### config.mk
export PLATFORM = sky130hd
export DESIGN_NAME = pipe_stage_reg
export DESIGN_NICKNAME = d
export VERILOG_FILES = /design/src/rtl/pipe_pkg.sv /design/src/rtl/pipe_skid_buf.sv /design/src/rtl/pipe_stage_reg.sv
export SDC_FILE = /design/constraint.sdc
export NUM_CORES = 1
export LEC_CHECK = 0
export CELL_PAD_IN_SITES_DETAIL_PLACEMENT = 1
export CELL_PAD_IN_SITES_GLOBAL_PLACEMENT = 1
export CORE_MARGIN = 3
export CORE_UTILIZATION = 40
export DETAILED_ROUTE_END_ITERATION = 7
export DONT_BUFFER_PORTS = 1
export GPL_TIMING_DRIVEN = 0
export PLACE_DENSITY_LB_ADDON = 0.1
export SKIP_LAST_GASP = 1
export SYNTH_ARGS = -nofsm -noshare
export SYNTH_HDL_FRONTEND = slang
export SYNTH_SLANG_ARGS = --single-unit
### constraint.sdc
create_clock -name clk -period 3.66 [get_ports clk]
set_input_delay 0.549 -clock clk [delete_from_list [all_inputs] [get_ports clk]]
set_output_delay 0.549 -clock clk [all_outputs]
set_load 0.005 [all_outputs]
### src/rtl/pipe_pkg.sv
// Shared constants, stage action encoding and the saturating counter helper
// used by the generic pipeline stage register.
package pipe_pkg;

  localparam int          DEF_DATA_W = 64;
  localparam int          DEF_CNT_W  = 16;
  localparam int          MAX_CNT_W  = 32;
  localparam logic [31:0] NOP_INSTR  = 32'h0000_0013;
  localparam logic [DEF_DATA_W-1:0] FLUSH_DEF = '0;

  // What the stage does on the coming edge, already priority-resolved
  typedef enum logic [2:0] {
    ACT_FREEZE,
    ACT_IDLE,
    ACT_FLUSH,
    ACT_STALL,
    ACT_ADVANCE
  } stage_act_e;

  // Increment cnt, sticking at the all-ones value of a width-bit counter
  function automatic logic [MAX_CNT_W-1:0] sat_inc(input logic [MAX_CNT_W-1:0] cnt,
                                                   input int unsigned          width);
    logic [MAX_CNT_W-1:0] top;
    top = {MAX_CNT_W{1'b1}} >> (MAX_CNT_W - width);
    return (cnt >= top) ? top : cnt + 1'b1;
  endfunction

endpackage

### src/rtl/pipe_skid_buf.sv
// One-entry skid register: catches the payload accepted while the stage
// output is stalled so that upstream ready can come straight from flops.
module pipe_skid_buf
  import pipe_pkg::*;
#(
  parameter int                 DATA_W    = DEF_DATA_W,
  parameter logic [DATA_W-1:0]  FLUSH_VAL = '0
) (
  input  logic              clk,
  input  logic              rst_n,
  input  logic              load,
  input  logic              drain,
  input  logic              clear,
  input  logic [DATA_W-1:0] din,
  output logic              vld,
  output logic [DATA_W-1:0] dout
);

  always_ff @(posedge clk or negedge rst_n) begin
    if (!rst_n) begin
      vld  <= 1'b0;
      dout <= FLUSH_VAL;
    end else if (clear) begin
      vld  <= 1'b0;
      dout <= FLUSH_VAL;
    end else if (load) begin
      vld  <= 1'b1;
      dout <= din;
    end else if (drain) begin
      vld  <= 1'b0;
    end
  end

endmodule

### src/rtl/pipe_stage_reg.sv
// Generic pipeline stage register (IF/ID, ID/EX, ...) with start gating,
// flush, local stall, global freeze, optional skid buffer and perf counters.
module pipe_stage_reg
  import pipe_pkg::*;
#(
  parameter int                 DATA_W    = DEF_DATA_W,
  parameter logic [DATA_W-1:0]  FLUSH_VAL = '0,
  parameter bit                 SKID_EN   = 1'b1,
  parameter int                 CNT_W     = DEF_CNT_W
) (
  input  logic              clk,
  input  logic              rst_n_i,
  input  logic              start_i,
  output logic              start_o,
  input  logic              mem_stall_i,
  input  logic              valid_i,
  output logic              ready_o,
  input  logic [DATA_W-1:0] data_i,
  input  logic              stall_i,
  input  logic              flush_i,
  output logic              valid_o,
  output logic [DATA_W-1:0] data_o,
  input  logic              cnt_clr_i,
  output logic [CNT_W-1:0]  stall_cnt_o,
  output logic [CNT_W-1:0]  bubble_cnt_o
);

  logic              start_p1;
  logic              vld_p1;
  logic [DATA_W-1:0] data_p1;
  logic              skid_vld_p1;
  logic [DATA_W-1:0] skid_data_p1;
  logic [CNT_W-1:0]  stall_cnt_p1;
  logic [CNT_W-1:0]  bubble_cnt_p1;
  logic              stall_act;
  logic              accept;
  stage_act_e        act;

  // An empty stage never blocks, so a stall only bites when the output is valid
  assign stall_act = stall_i & vld_p1;
  assign accept    = valid_i & ready_o;

  always_comb begin
    act = ACT_ADVANCE;
    if (mem_stall_i)              act = ACT_FREEZE;
    else if (!start_p1 && !start_i) act = ACT_IDLE;
    else if (flush_i)             act = ACT_FLUSH;
    else if (stall_act)           act = ACT_STALL;
  end

  generate
    if (SKID_EN) begin : g_skid
      logic skid_load;
      logic skid_drain;
      logic skid_clear;

      assign skid_load  = (act == ACT_STALL) & accept;
      assign skid_drain = (act == ACT_ADVANCE) & skid_vld_p1;
      assign skid_clear = (act == ACT_FLUSH);

      pipe_skid_buf #(
        .DATA_W    (DATA_W),
        .FLUSH_VAL (FLUSH_VAL)
      ) u_skid (
        .clk   (clk),
        .rst_n (rst_n_i),
        .load  (skid_load),
        .drain (skid_drain),
        .clear (skid_clear),
        .din   (data_i),
        .vld   (skid_vld_p1),
        .dout  (skid_data_p1)
      );

      // Only flops and the global freeze feed ready; stall_i does not
      assign ready_o = start_p1 & ~skid_vld_p1 & ~mem_stall_i;
    end else begin : g_noskid
      assign skid_vld_p1  = 1'b0;
      assign skid_data_p1 = FLUSH_VAL;
      assign ready_o      = start_p1 & ~mem_stall_i & (~stall_i | ~vld_p1);
    end
  endgenerate

  // Stage output register
  always_ff @(posedge clk or negedge rst_n_i) begin
    if (!rst_n_i) begin
      start_p1 <= 1'b0;
      vld_p1   <= 1'b0;
      data_p1  <= FLUSH_VAL;
    end else begin
      case (act)
        ACT_FREEZE, ACT_IDLE: ;
        ACT_FLUSH: begin
          start_p1 <= 1'b1;
          vld_p1   <= 1'b0;
          data_p1  <= FLUSH_VAL;
        end
        ACT_STALL: begin
          start_p1 <= 1'b1;
        end
        ACT_ADVANCE: begin
          start_p1 <= 1'b1;
          if (skid_vld_p1) begin
            vld_p1  <= 1'b1;
            data_p1 <= skid_data_p1;
          end else begin
            vld_p1  <= accept;
            data_p1 <= data_i;
          end
        end
        default: ;
      endcase
    end
  end

  // Performance counters: frozen with the pipe, clear beats increment
  always_ff @(posedge clk or negedge rst_n_i) begin
    if (!rst_n_i) begin
      stall_cnt_p1  <= '0;
      bubble_cnt_p1 <= '0;
    end else if (!mem_stall_i) begin
      if (cnt_clr_i) begin
        stall_cnt_p1  <= '0;
        bubble_cnt_p1 <= '0;
      end else begin
        if (stall_act)
          stall_cnt_p1 <= CNT_W'(sat_inc(MAX_CNT_W'(stall_cnt_p1), CNT_W));
        if (start_p1 && !vld_p1)
          bubble_cnt_p1 <= CNT_W'(sat_inc(MAX_CNT_W'(bubble_cnt_p1), CNT_W));
      end
    end
  end

  assign start_o      = start_p1;
  assign valid_o      = vld_p1;
  assign data_o       = data_p1;
  assign stall_cnt_o  = stall_cnt_p1;
  assign bubble_cnt_o = bubble_cnt_p1;

endmodule

==> reports/summary.md <==
The run finished, with violations left. The final reports fail on negative hold slack. For the count of unresolved DRC violations after routing, the log shows 0.

Summed over all cells, the static leakage comes to 3.57 nW. The combined area of all synthesized cells is 7120 µm². Worst setup path category: register to register. Origin of the critical flop-to-flop path: valid_o. The worst register-to-register path has a setup slack of 1.49 ns. The routed design has 20000 µm of wire. Summed over all failing endpoints, the final setup total negative slack is 0 ns. sky130_fd_sc_hd__dfrtp_1 takes more of the synthesized area than any other cell. For this block, the initial DRC count from the detailed router was 208. The initialized floorplan defines 48 standard-cell rows. The first global-routing pass estimated 32100 µm of wire. For the top achievable clock speed, the log shows 461 MHz. The x dimension of the die was 139 µm; the source-to-sink clock delay at the later pin of the worst-skew pair was 0.42 ns. Cell internal power was estimated by the tool at 3.10 mW. Setup violations remaining at the end of the flow were counted as 0. The part of the Yosys area used for sequential elements is 57.3%.

Counting flops with an async set or reset pin after synthesis yields a share of 100%. The type of the worst min-delay path is primary input to async pin. Registers take 4080 µm². The first TritonRoute pass finished after 6 iterations. For the fraction of power consumed by sequential logic, the log shows 48.7%. Entering global routing, the biggest net connects 164 pins.

The root buffer cell chosen for the clock tree is sky130_fd_sc_hd__clkbuf_16. Buffers inserted during clock tree synthesis total 17. The delay of the slowest cell on the worst path is 0.52 ns. Data on the critical path arrives at its endpoint at 2.52 ns.

Dividing the final minimum period by the clock period gives 59.3%. The final count of pins violating max slew is 0, and the number of enable-type register cells in the synthesized netlist is 0. The HPWL after detailed placement is 13800 µm, and the count of unique library cells instantiated by Yosys is 52. For the number of H-tree levels, the log shows 4. The run gives -0.185 ns as the final worst hold slack.

The fraction of layout cells with a size suffix above 1 was 10.8%; the synthesized area divided by synthesized cell count was 11.2 µm². The die outline height is 139 µm. Among all stages on the critical path, the largest delay is contributed by sky130_fd_sc_hd__a21oi_2. The net count of the finished layout is 728.

The slew of the pin with the lowest slew margin was 0.869 ns. TritonCTS built the clock tree. Number of antenna violations at the first check in global routing: 0.

The starting density of the core came out at 41.0%. Overall die area: 19400 µm². The maximum net fanout on the critical path was 10; the headroom to the max-slew limit was 41.6%. Setup repair after global routing left no endpoint under its margin. The net count of the mapped netlist is 709, and the post-CTS setup buffer count is 0. The clock passes through at most 2 buffers.

Yosys instantiated no cell more often than sky130_fd_sc_hd__dfrtp_1. For this run, the total global-route usage over all layers was measured as 20.8%. Net switching is 24.9% of the power. The layout overhead on the synthesized area was 12.5%. The tools report the critical path startpoint as valid_o. Walking the worst path, the cells encountered are nand2_1, nor3_2, a21oi_2, clkbuf_1, a22o_1. For the final database, setup skew stands at 0.00971 ns. For the total congestion overflow, the log shows 0. For this design the top-level I/O count stands at 171. The tools report the end point of the critical path as g_skid.u_skid.dout[51]. After floorplanning, the core was sized to cover 17400 µm². The tools report the relative contribution of combinational cells to total power as 7.1%.

STA classifies the critical path startpoint as a register. Post-detailed-route via-to-cell ratio: 5.81. STA classifies the critical path endpoint as a register.

For the reported net switching power, the log shows 1.03 mW. Post-CTS repair changed the size of 0 cells. Leading register cell type out of synthesis: sky130_fd_sc_hd__dfrtp_1.

The count of nets left with antenna violations once routing finished came out at 0. Across the VDD grid, the largest voltage drop is 0.314 mV. Routability-driven placement finished with a final weighted congestion of 0.862.

In this run the power density over the cells is 516 nW/µm². The number of antenna diodes in the final layout is 0. Yosys attributes the largest share of cell area to sky130_fd_sc_hd__dfrtp_1 57%, sky130_fd_sc_hd__mux2i_1 9.0%, sky130_fd_sc_hd__a22o_1 7.9%.

CTS saw 163 sinks. Fill cells in the final layout number 1879. Port buffering added 0 buffers. The logic depth of the worst register-to-register path works out to 5.

The number of instances in the synthesized netlist was 635. The endpoint identified for the worst register-to-register timing path is g_skid.u_skid.dout[51]. Summed over its instances, the top area cell type makes up 57.3% of the synthesized netlist area. Cell class contributing the biggest share of worst-path delay: compound AO/OA/AOI/OAI gates. The path length in cells of the critical path is 5, and the number of hold-slack violations in the final timing report is 163.

The tools report the number of global-route vias before repair as 5697. Counting flops and latches in the post-synthesis netlist gives 163. The sum of buffers and inverters on the critical path was 1; the number of maximum-capacitance constraint violations was 0. The required time of the critical path was 4.01 ns; the minimum clock period was 2.17 ns. Summing all multi-input logic gate instances after layout gives 2820 µm². The total number of vias came out at 5186. Ranked by instance count, the synthesized netlist is headed by 163 x sky130_fd_sc_hd__dfrtp_1, 89 x sky130_fd_sc_hd__nand2_1, 79 x sky130_fd_sc_hd__o21ai_0. Average detailed-routed wire length per instance: 22.4 µm.

The clock input transition at the sequential cells of the worst setup and hold paths is 0.07 ns, and the yosys synthesis warning count is 0. For the power share of the clock group, the log shows 44.2%.
==> sequential cells by signal, indices dropped and copies added (netlist names) <==
register            count
start_o                 1
data_o                 64
stall_cnt_o            16
g_skid.u_skid.dout     64
valid_o                 1
bubble_cnt_o           16
g_skid.u_skid.vld       1
==> worst min-delay path by stage <==
stage                        from              end  slack (ns)
after global routing      rst_n_i   stall_cnt_o[3]       -0.21
final                     rst_n_i   stall_cnt_o[0]       -0.19
after detailed placement  rst_n_i   stall_cnt_o[3]        0.26
after global placement    rst_n_i   stall_cnt_o[0]        0.26
after floorplan           rst_n_i  bubble_cnt_o[0]        0.25
after CTS                 rst_n_i   stall_cnt_o[3]       -0.20
==> final cells by class <==
type,instances,area share [%]
buffer,40,2.41
clock buffer,21,6.00
clock inverter,11,1.56
inverter,6,0.281
multi-input combinational,426,35.3
sequential,163,51.0
tap,225,3.52
==> power groups by stage <==
stage	Sequential, mW	Combinational (mW)	Clock [mW]
finish	2.01	0.292	1.83
global route	2.03	0.333	1.95
CTS	2.02	0.297	1.87
detailed placement	2.05	0.297	0
global placement	2.04	0.283	0
floorplan	2.01	0.224	0
==> logic make-up (layout without fill, tap and decap cells) <==
| group | Yosys count | after routing | synth area share (%) |
|---|---|---|---|
| AO/OA/AOI/OAI | 191 | 191 | 18.4 |
| AND/OR/NAND/NOR | 169 | 169 | 11.9 |
| flip-flops | 163 | 163 | 57.3 |
| multiplexers | 64 | 64 | 9.00 |
| buffers and inverters | 46 | 78 | 3.02 |
| adder cells (fa/ha/maj) | 2 | 2 | 0.352 |
==> stage by stage <==
stage | utilization, % | instance area (µm²) | instances | setup slack, ns | power [mW]
after global placement | 42.6 | 7400 | 860 | 1.56 | 2.33
after floorplan | - | 7120 | 635 | 1.90 | 2.23
after detailed placement | 42.6 | 7400 | 860 | 1.51 | 2.34
after CTS | 46.1 | 8000 | 892 | 1.50 | 4.18
final | 46.1 | 8000 | 892 | 1.49 | 4.13
after global routing | 46.1 | 8000 | 892 | 1.31 | 4.31
==> cells in the final DEF, fill, tap and decap left out, types with 10 or more instances in the layout <==
| master | instances |
|---|---|
| sky130_fd_sc_hd__nand3_1 | 11 |
| sky130_fd_sc_hd__clkbuf_16 | 17 |
| sky130_fd_sc_hd__dfrtp_1 | 163 |
| sky130_fd_sc_hd__nand2_1 | 89 |
| sky130_fd_sc_hd__a21oi_1 | 10 |
| sky130_fd_sc_hd__a22o_1 | 64 |
| sky130_fd_sc_hd__o21ai_0 | 79 |
| sky130_fd_sc_hd__buf_2 | 19 |
| sky130_fd_sc_hd__nor3_1 | 13 |
| sky130_fd_sc_hd__mux2i_1 | 64 |
| sky130_fd_sc_hd__a31oi_1 | 15 |
| sky130_fd_sc_hd__nor2_1 | 23 |
| sky130_fd_sc_hd__clkbuf_1 | 17 |
==> layer usage <==
| layer | track usage [%] | part of all wire, % | vias up |
|---|---|---|---|
| met5 | 0 | 0 | - |
| met4 | 6.75 | 1.5 | 0 |
| met3 | 8.66 | 8.8 | 18 |
| met2 | 35.1 | 50 | 132 |
| met1 | 24.1 | 40 | 2667 |
| li1 | - | - | 2369 |
(Power assumes the default switching activity.)
